===== src/rtl/mdu_pkg.sv =====
// Shared definitions for the multiply/divide unit: op encoding, sequencer
// state and default latencies. Also imported by the decoder and hazard unit.
package mdu_pkg;

    localparam logic [1:0] MDU_NONE = 2'b00;
    localparam logic [1:0] MDU_MUL  = 2'b01;
    localparam logic [1:0] MDU_DIV  = 2'b10;
    localparam logic [1:0] MDU_REM  = 2'b11;

    localparam int MUL_LAT_DEFAULT = 3;
    localparam int DIV_LAT_DEFAULT = 33;

    typedef enum logic [1:0] {
        IDLE = 2'b00,
        RUN  = 2'b01,
        DONE = 2'b10
    } mdu_state_e;

    // DIV and REM share the divider datapath and its latency.
    function automatic logic is_div_op(input logic [1:0] op);
        return (op == MDU_DIV) || (op == MDU_REM);
    endfunction

endpackage


===== src/rtl/mdu_sequencer_lat_counter.sv =====
// Loadable down-counter timing an in-flight MDU op; flags the last RUN cycle.
module lat_counter #(
    parameter int W = 6
) (
    input  logic         clk,
    input  logic         rst,
    input  logic         load,
    input  logic [W-1:0] load_val,
    input  logic         dec,
    output logic [W-1:0] cnt,
    output logic         is_one
);

    always_ff @(posedge clk) begin
        if (rst) begin
            cnt <= '0;
        end else if (load) begin
            cnt <= load_val;
        end else if (dec && (cnt != '0)) begin
            cnt <= cnt - 1'b1;
        end
    end

    assign is_one = (cnt == W'(1));

endmodule


===== src/rtl/mdu_sequencer.sv =====
// Holds an MDU instruction in EXE for the op's latency, stalling the front of
// the pipe and bubbling EX/MEM, and releases it once the result is ready.
module mdu_sequencer
    import mdu_pkg::*;
#(
    parameter int MUL_LAT = MUL_LAT_DEFAULT,
    parameter int DIV_LAT = DIV_LAT_DEFAULT,
    parameter int CNT_W   = 32
) (
    input  logic             clk,
    input  logic             rst,
    input  logic             mdu_req_EXE,
    input  logic [1:0]       mdu_op_EXE,
    input  logic             divisor_zero_EXE,
    input  logic             kill_EXE,
    input  logic             ex_hold,
    output logic             mdu_start,
    output logic             mdu_abort,
    output logic             stall_mdu,
    output logic             result_valid,
    output logic             busy,
    output logic [CNT_W-1:0] busy_cycles
);

    localparam int CW = $clog2(DIV_LAT);

    mdu_state_e    state;
    logic          go;
    logic          div_op;
    logic          zero_shortcut;
    logic          cnt_load;
    logic          cnt_dec;
    logic [CW-1:0] cnt;
    logic [CW-1:0] cnt_load_val;
    logic          cnt_is_one;

    assign go            = (state == IDLE) && mdu_req_EXE && (mdu_op_EXE != MDU_NONE) && !kill_EXE;
    assign div_op        = is_div_op(mdu_op_EXE);
    assign zero_shortcut = div_op && divisor_zero_EXE;
    assign cnt_load      = go && !zero_shortcut;
    assign cnt_load_val  = div_op ? CW'(DIV_LAT - 1) : CW'(MUL_LAT - 1);
    assign cnt_dec       = (state == RUN) && !kill_EXE && !cnt_is_one;

    lat_counter #(.W(CW)) u_lat_counter (
        .clk      (clk),
        .rst      (rst),
        .load     (cnt_load),
        .load_val (cnt_load_val),
        .dec      (cnt_dec),
        .cnt      (cnt),
        .is_one   (cnt_is_one)
    );

    always_ff @(posedge clk) begin
        if (rst) begin
            state <= IDLE;
        end else begin
            case (state)
                IDLE: if (go) state <= zero_shortcut ? DONE : RUN;
                RUN: begin
                    if (kill_EXE)        state <= IDLE;
                    else if (cnt_is_one) state <= DONE;
                end
                DONE: if (!(ex_hold && !kill_EXE)) state <= IDLE;
                default: state <= IDLE;
            endcase
        end
    end

    // Result handshake: result_valid offers the result to EXE; ex_hold is the
    // inverse of ready. The result is consumed in a cycle with result_valid=1
    // and ex_hold=0; while held, the sequencer keeps stalling and stays in DONE.
    always_comb begin
        mdu_start    = 1'b0;
        mdu_abort    = 1'b0;
        stall_mdu    = 1'b0;
        result_valid = 1'b0;
        case (state)
            IDLE: begin
                mdu_start = go;
                stall_mdu = go;
            end
            RUN: begin
                stall_mdu = 1'b1;
                mdu_abort = kill_EXE;
            end
            DONE: begin
                result_valid = !kill_EXE;
                stall_mdu    = ex_hold && !kill_EXE;
            end
            default: ;
        endcase
    end

    assign busy = (state != IDLE);

    always_ff @(posedge clk) begin
        if (rst) begin
            busy_cycles <= '0;
        end else if (stall_mdu) begin
            busy_cycles <= busy_cycles + 1'b1;
        end
    end

endmodule


===== config.mk =====
export PLATFORM = sky130hd
export DESIGN_NAME = mdu_sequencer
export DESIGN_NICKNAME = d
export VERILOG_FILES = /design/src/rtl/mdu_pkg.sv /design/src/rtl/mdu_sequencer_lat_counter.sv /design/src/rtl/mdu_sequencer.sv
export SDC_FILE = /design/constraint.sdc
export NUM_CORES = 1
export LEC_CHECK = 0
export ABC_AREA = 1
export CORE_MARGIN = 4
export CORE_UTILIZATION = 58
export CTS_BUF_LIST = sky130_fd_sc_hd__clkbuf_8
export DETAILED_ROUTE_END_ITERATION = 8
export HOLD_SLACK_MARGIN = 0.06
export PLACE_DENSITY_LB_ADDON = 0.3
export REMOVE_ABC_BUFFERS = 1
export SYNTH_ARGS = -nofsm -noshare
export SYNTH_HDL_FRONTEND = slang
export SYNTH_SLANG_ARGS = --single-unit

===== constraint.sdc =====
create_clock -name clk -period 4.32 [get_ports clk]
set_input_delay 0.648 -clock clk [delete_from_list [all_inputs] [get_ports clk]]
set_output_delay 0.648 -clock clk [all_outputs]
set_load 0.05 [all_outputs]

# == Yosys cells after proc, flatten, opt, wreduce, memory -nomap -nowiden ==
# Index checks and enable logic that the tools add are counted.
# op_classes
add_sub_neg,2
reduce_logical,19
muxes,13
n_eq_ne,8
# ops
op,count
$add A32 B1 Y32 const B,1
$mux W6,3
$mux W2,5
$logic_and A1 B1 Y1,9
$eq A2 B2 Y1 const B,3
$eq A6 B1 Y1 const B,1
$pmux W2 S3,1
$reduce_bool A2 Y1,3
$reduce_bool A6 Y1,1
$sub A6 B1 Y6 const B,1
$ne A2 B2 Y1 const B,2
$logic_not A1 Y1,3
$mux W1,3
$ne A3 B3 Y1 const B,1
$pmux W1 S3,1
$reduce_and A3 Y1,1
$eq A2 B1 Y1 const B,1
$logic_not A2 Y1,1
$logic_or A1 B1 Y1,1
# totals
ff_bits,40
in_bits,8
wordCells,45
out_inout_bits,37

# == Logic depth before layout (Yosys ltp) ==
# depth
ltp_word,6
ltp_mapped,10

# == Cells and area by module ==
# Synthesis repeated with hierarchy kept, for this count alone.
# unflattened
hier_cells,416
hier_area_um2,2547.4
# modules_own_cells
mod,cells_per_inst,area_per_inst_um2,instances
mdu_sequencer,349,2088.3,1
lat_counter,67,459.2,1

# == Least setup slack after synthesis ==
# OpenSTA, ideal clock, no wires.
# synth_path
path_type,input-to-output
from,input port kill_EXE
to,output port result_valid
cell_stages,1
required_ns,3.672
arrival_ns,1.724
path_slack_ns,1.948
path_cell_list,nor3_1
# synth_via
elab_chain_len,2
# synth_lines
element,line,rtl
from (decl),mdu_sequencer.sv:15,"input logic kill_EXE,"
$logic_not A1 Y1,mdu_sequencer.sv:88,result_valid = !kill_EXE;
$mux W1,mdu_sequencer.sv:78,case (state)
to (decl),mdu_sequencer.sv:20,"output logic result_valid,"
# Every way passes these cells.

# == Final worst setup path ==
# layout_path
from,input port kill_EXE
to,output port stall_mdu
# layout_via
elab_chain_len,3
elab_cells_between_ends,4
# layout_lines
element,line,rtl
$logic_not A1 Y1 *,"mdu_sequencer.sv:37, mdu_sequencer.sv:89",
"$logic_and A1 B1 Y1, on equally long branches","mdu_sequencer.sv:89, mdu_sequencer.sv:37",
$pmux W1 S3 *,mdu_sequencer.sv:78,
to (decl),mdu_sequencer.sv:19,"output logic stall_mdu,"
# Every way passes the cells marked *; elsewhere a longest branch is shown, timed or not.

==> results.ini <==
[sta]
fmax_mhz=302
finalSetupTns_ns=0
finClkSkew_ns=0.00299
holdWs_ns=0.488
setup_violations=0
relSlewSlack_pct=56.4
period_share_pct=76.7
finalHoldViolations=0
fin_crit_ns=3.31
rsz0062_at_grt=no
worstMarginPinSlew_ns=0.653
slew_viol_final=0

[logic_synthesis]
synth.most_common_cell=nand2_1
ys.flop_type=dfxtp_1
async_flop_share_pct=0
yosysTopAreaCell=dfxtp_1
synth_edf_count=0
netlist_instances=357
synth_cell_types=24
synth-seq-area-share_pct=35.0
synth-seq-cells=40
syn_area_um2=2290
synth_area_leaders=dfxtp_1 (35%), nand2_1 (14%), nor2_1 (11%)
synth_common_cells=nand2_1 (88), nor2_1 (68), inv_1 (49), dfxtp_1 (40), nand3_1 (27)
yosys_warnings=0
avgSynthCellArea_um2=6.41
yosys.area.top_type_share_pct=35.0

[die]
num_rows=22
core_um2=3740
initial_core_util_pct=61.2
dieArea_um2=5020
dieWidth_um=70.8
die_h_um=70.8
ios=45

[min_path]
hold_path.class=reg2reg
hold_end=busy_cycles[9]$_SDFFE_PP0P_
min_path_cells=2
worstHoldStart=busy_cycles[9]$_SDFFE_PP0P_

[cts]
hold_buffers=0
clkTransAtPathRegs_ns=0.07
cts-root-buf=clkbuf_8
cts_setup_buffers=0
cts_sinks=40
clock_path_buffers=2
cts.htree.levels=2
clock_latency_ns=0.29
cts_tree=done
cts_resized=0
cts_inserted_buffers=5

[route]
drtAntennaViolNets=0
drc=0
drt_iter0_drc=147
routed_via_density=5.23
routed_wirelength_um=5460
wl_per_cell_um=12.1
vias=2370
drtPass1Iterations=5

[power]
powerDensity_nw_per_um2=253
ir_drop_v=0.000190
leakagePower_nw=1.11

[layout]
antenna_cells=0
regArea_um2=801
multi_input_area_um2=1270
drive_above_1_share_pct=5.93
syn_to_final_growth_pct=24.6
nFillCells=305
final_area_um2=2850
fin_nets=416

[global_route]
grtUsageTotal_pct=23.0
antenna_found_initial=0
grt_max_degree=29
grt_pass1_vias=2156
grt_remaining_overflow=0
grt_pass1_wl_um=9450

[critical_path]
crit_fanout=28
r2r_cells=8
cp_data_arrival_time_ns=2.67
cp-start-kind=input port
end_kind=output pin
r2r_start=busy_cycles[0]$_SDFFE_PP0P_
worstSetupPathType=in2out
cp.required_ns=3.67
reg2reg_slack_ns=2.67
worstReg2RegEnd=busy_cycles[26]$_SDFFE_PP0P_

[place]
gp_congestion=0.911
dpl_cell_area_um2=2760
port_buffers=44
place_hpwl_um=4140

[job]
drv_cap=0

[status]
status=finished, final reports clean

[critical path, cell delays in order]
cell	delay, ns
clkdlybuf4s50_1	0.52
nor2_1	0.22
nand3_2	0.14
nand3_4	0.26
clkdlybuf4s50_1	0.87
[how the worst max path moves through the flow]
stage / startpoint / end / slack (ns)
final: kill_EXE / stall_mdu / 1.01
after global routing: kill_EXE / stall_mdu / 0.95
after CTS: kill_EXE / stall_mdu / 1.03
after detailed placement: kill_EXE / stall_mdu / 1.04
after global placement: kill_EXE / stall_mdu / 1.10
after floorplan: kill_EXE / result_valid / 1.95
[stage by stage]
stage	worst slack [ns]	util (%)	instances	power, mW
after floorplan	1.95	-	352	0.448
final	1.01	76.2	453	0.722
after CTS	1.03	76.2	453	0.727
after global routing	0.948	76.2	453	0.753
after detailed placement	1.04	73.8	445	0.478
after global placement	1.10	73.8	445	0.476
[report_power, final]
part / switching (mW) / internal (mW) / total [mW]
sequential: 0.00556 / 0.374 / 0.379
clock: 0.126 / 0.125 / 0.251
combinational: 0.0602 / 0.0306 / 0.0909
total: 0.192 / 0.530 / 0.722
[layer usage]
metal	vias up	routed length, µm	global-route usage [%]
met5	-	0	0
met4	0	89	7.10
met3	9	355	4.55
met2	75	2600	38.9
met1	1068	2420	29.4
li1	1218	-	-
[cell type report]
| cell class | count | share of cell area (%) |
|---|---|---|
| repair buffers | 45 | 15.7 |
| inverters | 49 | 6.44 |
| well taps | 48 | 2.10 |
| clock inverters | 2 | 0.263 |
| multi-input cells | 263 | 44.5 |
| clock buffers | 6 | 2.89 |
| flip-flops and latches | 40 | 28.1 |
[placed cells by master (no fill, tap or decap), drive strengths merged]
master,instances
nand2,92
nor2,78
inv,51
clkdlybuf4s50,44
dfxtp,40
nand3,30
a21oi,19
o21ai,11
nand4,11
xor2,6
clkbuf,6
nor3,5
ha,4
xnor2,2
o21bai,2
o21a,1
o22ai,1
nor3b,1
buf,1
[sequential cells by signal (all words and copies together), names as in the netlist]
register	flops
u_lat_counter.cnt	6
busy_cycles	32
state	2
[kinds of logic (layout without fill, tap and decap cells)]
family,count (synthesis),in the layout,synth area share (%)
AND/OR/NAND/NOR,217,217,42.5
buffers and inverters,54,102,9.51
flip-flops,40,40,35.0
AO/OA/AOI/OAI,34,34,7.81
XOR/XNOR,8,8,3.06
adder cells (fa/ha/maj),4,4,2.19
Power figures use the tool's default switching activity.
